<file path="src/rtl/uart_tx.sv">
// 8N1 UART transmitter: a small byte FIFO feeds an LSB-first serialiser.
// Baud debug taps (obaud_clk/obaud_cnt) mirror the receive path for probing.
module uart_tx #(
  parameter int CLK_FREQ = 50_000_000,
  parameter int BAUD     = 9600,
  parameter int BAUD_DIV = CLK_FREQ / BAUD,
  parameter int CNT_W    = 13,
  parameter int DEPTH    = 4
) (
  input  logic             clk,
  input  logic             rst,
  input  logic [7:0]       tx_data,
  input  logic             tx_valid,
  output logic             tx_ready,
  output logic             tx,
  output logic             busy,
  output logic             obaud_clk,
  output logic [CNT_W-1:0] obaud_cnt
);

  localparam int               PW       = $clog2(DEPTH);
  localparam logic [CNT_W-1:0] LAST     = CNT_W'(BAUD_DIV - 1);
  localparam logic [PW:0]      FULL_CNT = (PW+1)'(DEPTH);

  typedef enum logic [1:0] {IDLE, START, DATA, STOP} state_t;

  state_t           state_q;
  logic [CNT_W-1:0] cnt_q;
  logic             tx_q;
  logic [7:0]       shift_q;
  logic [2:0]       idx_q;

  logic [7:0]       mem_q [DEPTH];
  logic [PW-1:0]    wr_ptr_q;
  logic [PW-1:0]    rd_ptr_q;
  logic [PW:0]      count_q;
  logic [PW:0]      count_d;

  logic full;
  logic empty;
  logic push;
  logic pop;
  logic bit_end;

  assign full    = (count_q == FULL_CNT);
  assign empty   = (count_q == '0);
  // Fullness is judged before any same-cycle pop, so a full FIFO refuses a push.
  assign push    = tx_valid && !full;
  assign bit_end = (state_q != IDLE) && (cnt_q == LAST);
  // The FSM takes a byte when leaving IDLE or at the end of a stop bit.
  assign pop     = !empty && ((state_q == IDLE) || ((state_q == STOP) && bit_end));

  assign tx_ready  = !full;
  assign tx        = tx_q;
  assign busy      = (state_q != IDLE) || !empty;
  assign obaud_clk = bit_end;
  assign obaud_cnt = cnt_q;

  // Occupancy next-state: simultaneous push and pop leave the count unchanged.
  always_comb begin
    count_d = count_q;
    if (push && !pop) begin
      count_d = count_q + 1'b1;
    end else if (!push && pop) begin
      count_d = count_q - 1'b1;
    end
  end

  // FIFO storage; contents are irrelevant once the pointers are reset.
  always_ff @(posedge clk) begin
    if (push) begin
      mem_q[wr_ptr_q] <= tx_data;
    end
  end

  // FIFO pointers and count; pointers wrap naturally since DEPTH is a power of 2.
  always_ff @(posedge clk) begin
    if (rst) begin
      wr_ptr_q <= '0;
      rd_ptr_q <= '0;
      count_q  <= '0;
    end else begin
      if (push) begin
        wr_ptr_q <= wr_ptr_q + 1'b1;
      end
      if (pop) begin
        rd_ptr_q <= rd_ptr_q + 1'b1;
      end
      count_q <= count_d;
    end
  end

  // Serialiser FSM with baud counter; the byte is captured at pop so later writes cannot disturb it.
  always_ff @(posedge clk) begin
    if (rst) begin
      state_q <= IDLE;
      cnt_q   <= '0;
      tx_q    <= 1'b1;
      shift_q <= '0;
      idx_q   <= '0;
    end else begin
      if ((state_q == IDLE) || bit_end) begin
        cnt_q <= '0;
      end else begin
        cnt_q <= cnt_q + 1'b1;
      end
      case (state_q)
        IDLE: begin
          if (!empty) begin
            shift_q <= mem_q[rd_ptr_q];
            tx_q    <= 1'b0;
            state_q <= START;
          end
        end
        START: begin
          if (bit_end) begin
            tx_q    <= shift_q[0];
            idx_q   <= '0;
            state_q <= DATA;
          end
        end
        DATA: begin
          if (bit_end) begin
            if (idx_q == 3'd7) begin
              tx_q    <= 1'b1;
              state_q <= STOP;
            end else begin
              shift_q <= {1'b0, shift_q[7:1]};
              tx_q    <= shift_q[1];
              idx_q   <= idx_q + 1'b1;
            end
          end
        end
        STOP: begin
          if (bit_end) begin
            if (!empty) begin
              shift_q <= mem_q[rd_ptr_q];
              tx_q    <= 1'b0;
              state_q <= START;
            end else begin
              state_q <= IDLE;
            end
          end
        end
        default: state_q <= IDLE;
      endcase
    end
  end

endmodule

</file>
<file path="config.mk">
export PLATFORM = sky130hd
export DESIGN_NAME = uart_tx
export DESIGN_NICKNAME = d
export VERILOG_FILES = /design/src/rtl/uart_tx.sv
export SDC_FILE = /design/constraint.sdc
export NUM_CORES = 1
export LEC_CHECK = 0
export ABC_AREA = 1
export CORE_AREA = 3 3 90 92
export CTS_BUF_LIST = sky130_fd_sc_hd__clkbuf_8
export DETAILED_ROUTE_END_ITERATION = 12
export DIE_AREA = 0 0 93 95
export GPL_ROUTABILITY_DRIVEN = 0
export PLACE_DENSITY = 0.62
export RECOVER_POWER = 25
export SYNTH_ARGS = -nofsm -noshare
export SYNTH_HDL_FRONTEND = slang
export SYNTH_SLANG_ARGS = --single-unit
</file>
<file path="constraint.sdc">
create_clock -name clk -period 4.6 [get_ports clk]
set_input_delay 0.46 -clock clk [delete_from_list [all_inputs] [get_ports clk]]
set_output_delay 0.46 -clock clk [all_outputs]
set_load 0.02 [all_outputs]
</file>
==> impl_metrics.prom <==
# TYPE chip_impl_metric gauge
chip_impl_info{name="run_status",value="finished, final reports clean"} 1
chip_impl_metric{name="placed_cell_area",unit="µm²"} 3608
chip_impl_metric{name="required",unit="ns"} 4.14
chip_impl_metric{name="nets",unit=""} 433
chip_impl_metric{name="crit_path_max_fanout",unit=""} 5
chip_impl_info{name="worst_reg2reg_path_startpoint",value="state_q[0]"} 1
chip_impl_metric{name="synth_async_sr_flop_share",unit="%"} 0
chip_impl_metric{name="layout-drive-gt1-share",unit="%"} 7.990
chip_impl_metric{name="io-pin-count",unit=""} 28
chip_impl_info{name="grt_setup_unrepaired",value="false"} 1
chip_impl_metric{name="first_pass_iters",unit=""} 4
chip_impl_metric{name="area_growth_syn_to_layout",unit="%"} 16.55
chip_impl_metric{name="syn_avg_cell_area",unit="µm²"} 8.659
chip_impl_metric{name="reg2regPathDepth",unit=""} 12
chip_impl_metric{name="globalRoute.totalOverflow",unit=""} 0
chip_impl_metric{name="pin_count_of_the_biggest_net_entering_global_routing",unit=""} 24
chip_impl_info{name="cts_root_buffer",value="sky130_fd_sc_hd__clkbuf_8"} 1
chip_impl_metric{name="hold_viol",unit=""} 0
chip_impl_metric{name="cts_sinks",unit=""} 68
chip_impl_info{name="worst_hold_path_type",value="reg2reg"} 1
chip_impl_metric{name="rows",unit=""} 31
chip_impl_metric{name="antenna_found_initial",unit=""} 0
chip_impl_info{name="cp_common_cell",value="sky130_fd_sc_hd__inv_1"} 1
chip_impl_metric{name="r2r_slack",unit="ns"} 2.21
chip_impl_metric{name="antenna_violating_nets_post_route",unit=""} 0
chip_impl_metric{name="finalSetupViolCount",unit=""} 0
chip_impl_info{name="cp_cell_sequence",value="inv_1 -> ha_1 -> inv_1 -> nand4_4 -> inv_1 -> clkdlybuf4s50_1"} 1
chip_impl_metric{name="htree_num_levels",unit=""} 3
chip_impl_metric{name="die_h",unit="µm"} 95
chip_impl_metric{name="clkTransAtPathRegs",unit="ns"} 0.07
chip_impl_metric{name="first_global_vias",unit=""} 2198
chip_impl_info{name="reg2reg_to",value="count_q[2]"} 1
chip_impl_metric{name="grt_pass1_wl",unit="µm"} 10450
chip_impl_metric{name="timing_max_transition_violations_final",unit=""} 0
chip_impl_metric{name="final.setup_skew",unit="ns"} 0.009745
chip_impl_metric{name="via_per_inst",unit=""} 4.764
chip_impl_metric{name="clock_path_buffers",unit=""} 2
chip_impl_metric{name="placed_cells",unit=""} 496
chip_impl_metric{name="num-fill-cells",unit=""} 698
chip_impl_metric{name="route.vias.total",unit=""} 2439
chip_impl_info{name="timing.critical_path.to_type",value="output port"} 1
chip_impl_metric{name="floorplan.die_area",unit="µm²"} 8835
chip_impl_metric{name="dp.final_hpwl",unit="µm"} 4351
chip_impl_info{name="critPathSlowestCell",value="sky130_fd_sc_hd__clkdlybuf4s50_1"} 1
chip_impl_info{name="yosys_most_used_dff",value="sky130_fd_sc_hd__dfxtp_1"} 1
chip_impl_metric{name="max_clock_freq",unit="GHz"} 0.3881
chip_impl_metric{name="fin_crit",unit="ns"} 2.577
chip_impl_info{name="netlist_top_cells_count",value="sky130_fd_sc_hd__nand2_1, sky130_fd_sc_hd__inv_1, sky130_fd_sc_hd__nor2_1"} 1
chip_impl_metric{name="max_stage_delay",unit="ns"} 0.60
chip_impl_metric{name="max_slew_margin_vs_limit",unit="%"} 45.88
chip_impl_metric{name="synth_nets",unit=""} 404
chip_impl_metric{name="initial_core_util",unit="%"} 45.01
chip_impl_metric{name="netlist_area",unit="µm²"} 3282
chip_impl_info{name="synth_area_leaders",value="sky130_fd_sc_hd__edfxtp_1, sky130_fd_sc_hd__dfxtp_1, sky130_fd_sc_hd__nand2_1"} 1
chip_impl_metric{name="maxCapViolCount",unit=""} 0
chip_impl_metric{name="final.period_utilization",unit="%"} 56.01
chip_impl_metric{name="yosys.cell_types.count",unit=""} 33
chip_impl_metric{name="core-area",unit="µm²"} 7292
chip_impl_metric{name="worstSkewPairLatency",unit="ns"} 0.34
chip_impl_metric{name="timing_worst_slew_pin_value",unit="ns"} 0.8088
chip_impl_info{name="cp-start-kind",value="flip-flop"} 1
chip_impl_info{name="tritoncts",value="built"} 1
chip_impl_metric{name="totalPowerFinal",unit="W"} 0.002025
chip_impl_metric{name="cts.hold.buffers_added",unit=""} 0
chip_impl_metric{name="drt_drc_violations_left",unit=""} 0
chip_impl_metric{name="synth.yosys.seq_area_share",unit="%"} 51.24
chip_impl_metric{name="track_usage",unit="%"} 15.48
chip_impl_metric{name="route.detailed.wl_per_inst",unit="µm"} 12.19
chip_impl_metric{name="io_buffer_count",unit=""} 27
chip_impl_metric{name="depth_of_the_critical_timing_path_with_buffers_and_inverters_included",unit=""} 6
chip_impl_metric{name="cellPowerDensity",unit="nW/µm²"} 529.4
chip_impl_metric{name="fin_setup_tns",unit="ns"} 0
chip_impl_metric{name="synthCells",unit=""} 379
chip_impl_metric{name="yosys.area.top_type_share",unit="%"} 29.28
chip_impl_metric{name="critical_path_buf_inv_count",unit=""} 4
chip_impl_metric{name="cp.arrival",unit="ns"} 2.12
chip_impl_metric{name="number_of_enable_flip_flop_cells_after_synthesis",unit=""} 32
chip_impl_metric{name="postCtsSetupBuffers",unit=""} 0
chip_impl_metric{name="detail_route.wirelength",unit="µm"} 6243
chip_impl_metric{name="synthesis.yosys.warnings",unit=""} 0
chip_impl_metric{name="fin_area",unit="µm²"} 3825
chip_impl_info{name="crit_type",value="reg2out"} 1
chip_impl_metric{name="synth-seq-cells",unit=""} 68
chip_impl_metric{name="stdcell_count",unit=""} 512
chip_impl_info{name="timing.critical_path.to",value="obaud_clk"} 1
chip_impl_info{name="synthMostInstantiatedCell",value="sky130_fd_sc_hd__nand2_1"} 1
chip_impl_info{name="synth_largest_area_cell",value="sky130_fd_sc_hd__edfxtp_1"} 1
chip_impl_info{name="crit_start",value="state_q[0]"} 1
chip_impl_metric{name="power.static_leakage",unit="nW"} 1.558
chip_impl_metric{name="cts_buffers",unit=""} 9
chip_impl_metric{name="first_iter_violations",unit=""} 161
chip_impl_metric{name="vdd_drop_max",unit="mV"} 0.3091
chip_impl_metric{name="horizontal_die_dimension",unit="µm"} 93
chip_impl_metric{name="num_antenna_cells",unit=""} 0
chip_impl_metric{name="post_cts_resize_count",unit=""} 0
chip_impl_info{name="delay_heaviest_family_cp",value="buffers and inverters"} 1
## routing by layer
| layer | up-vias | track usage [%] | part of all wire [%] |
|---|---|---|---|
| met3 | 4 | 4.462 | 4.4 |
| met1 | 1110 | 22.64 | 51 |
| li1 | 1283 | - | - |
| met4 | 0 | 5.983 | 0.88 |
| met5 | - | 0 | 0 |
| met2 | 42 | 21.48 | 44 |
## metrics by stage
step | setup WS [ns] | util, % | hold WS, ns
after floorplan | 2.439 | - | 0.4481
after global placement | 2.304 | 49.49 | 0.4476
after detailed placement | 2.245 | 49.49 | 0.4492
after CTS | 2.005 | 52.45 | 0.4674
after global routing | 1.891 | 52.45 | 0.4904
final | 2.023 | 52.45 | 0.4591
## final cells by class
class	count	area, µm²	share of cell area, %
clock buffer	13	178.9	4.678
clock inverter	3	37.54	0.9814
inverter	53	198.9	5.201
multi-input combinational	249	1334	34.87
sequential	68	1682	43.96
tap	99	123.9	3.238
timing repair buffer	27	270.3	7.066
## worst register-to-register path, stage by stage (launching register included)
cell	delay (ns)
sky130_fd_sc_hd__dfxtp_1	0.41
sky130_fd_sc_hd__inv_1	0.12
sky130_fd_sc_hd__ha_1	0.24
sky130_fd_sc_hd__inv_1	0.14
sky130_fd_sc_hd__nand2_1	0.11
sky130_fd_sc_hd__nand2_1	0.15
sky130_fd_sc_hd__ha_1	0.17
sky130_fd_sc_hd__inv_1	0.07
sky130_fd_sc_hd__fa_1	0.39
sky130_fd_sc_hd__a21oi_1	0.15
sky130_fd_sc_hd__o21ai_0	0.11
sky130_fd_sc_hd__o21ai_0	0.17
sky130_fd_sc_hd__a21oi_1	0.05
## placed cells by master (no fill, tap or decap), drive strengths merged
cell type	instances
a21boi	1
mux2i	6
a31oi	1
xor2	2
nand3b	2
inv	55
nor3	5
nor4	1
ha	13
bufinv	1
o21ai	10
fa	1
a21oi	29
nand3	34
nand2	91
edfxtp	32
dlygate4sd3	8
clkbuf	13
nand4	5
nor3b	2
nor2	45
or2	1
clkdlybuf4s50	19
dfxtp	36
## power by group
part	internal, W	switching (W)	leakage [nW]
Sequential	0.000734	0.0000833	0.588
Clock	0.000306	0.000215	0.118
Combinational	0.000259	0.000427	0.852
Total	0.00130	0.000725	1.56
## state kept, by name, summed over array words and instances (netlist names), 2 cells and up, named ones only
register / count
obaud_cnt: 13
idx_q: 3
wr_ptr_q: 2
count_q: 3
mem_q: 32
shift_q: 8
state_q: 2
rd_ptr_q: 2
## logic make-up after synthesis
| group | after synthesis | share of synthesized area [%] |
|---|---|---|
| AO/OA/AOI/OAI | 41 | 6.939 |
| adder cells (fa/ha/maj) | 14 | 5.566 |
| multiplexers | 6 | 1.830 |
| flip-flops | 68 | 51.24 |
| buffers and inverters | 62 | 8.120 |
| XOR/XNOR | 2 | 0.5338 |
| AND/OR/NAND/NOR | 186 | 25.77 |
## worst min-delay path by stage
| stage | from | cells after the start | to | slack [ns] |
|---|---|---|---|---|
| global placement | tx | 2 | tx | 0.45 |
| global route | idx_q[2] | 2 | idx_q[2] | 0.49 |
| finish | tx | 2 | tx | 0.46 |
| detailed placement | tx | 2 | tx | 0.45 |
| floorplan | idx_q[1] | 2 | idx_q[1] | 0.45 |
| CTS | tx | 2 | tx | 0.47 |
Power figures use the tool's default switching activity.
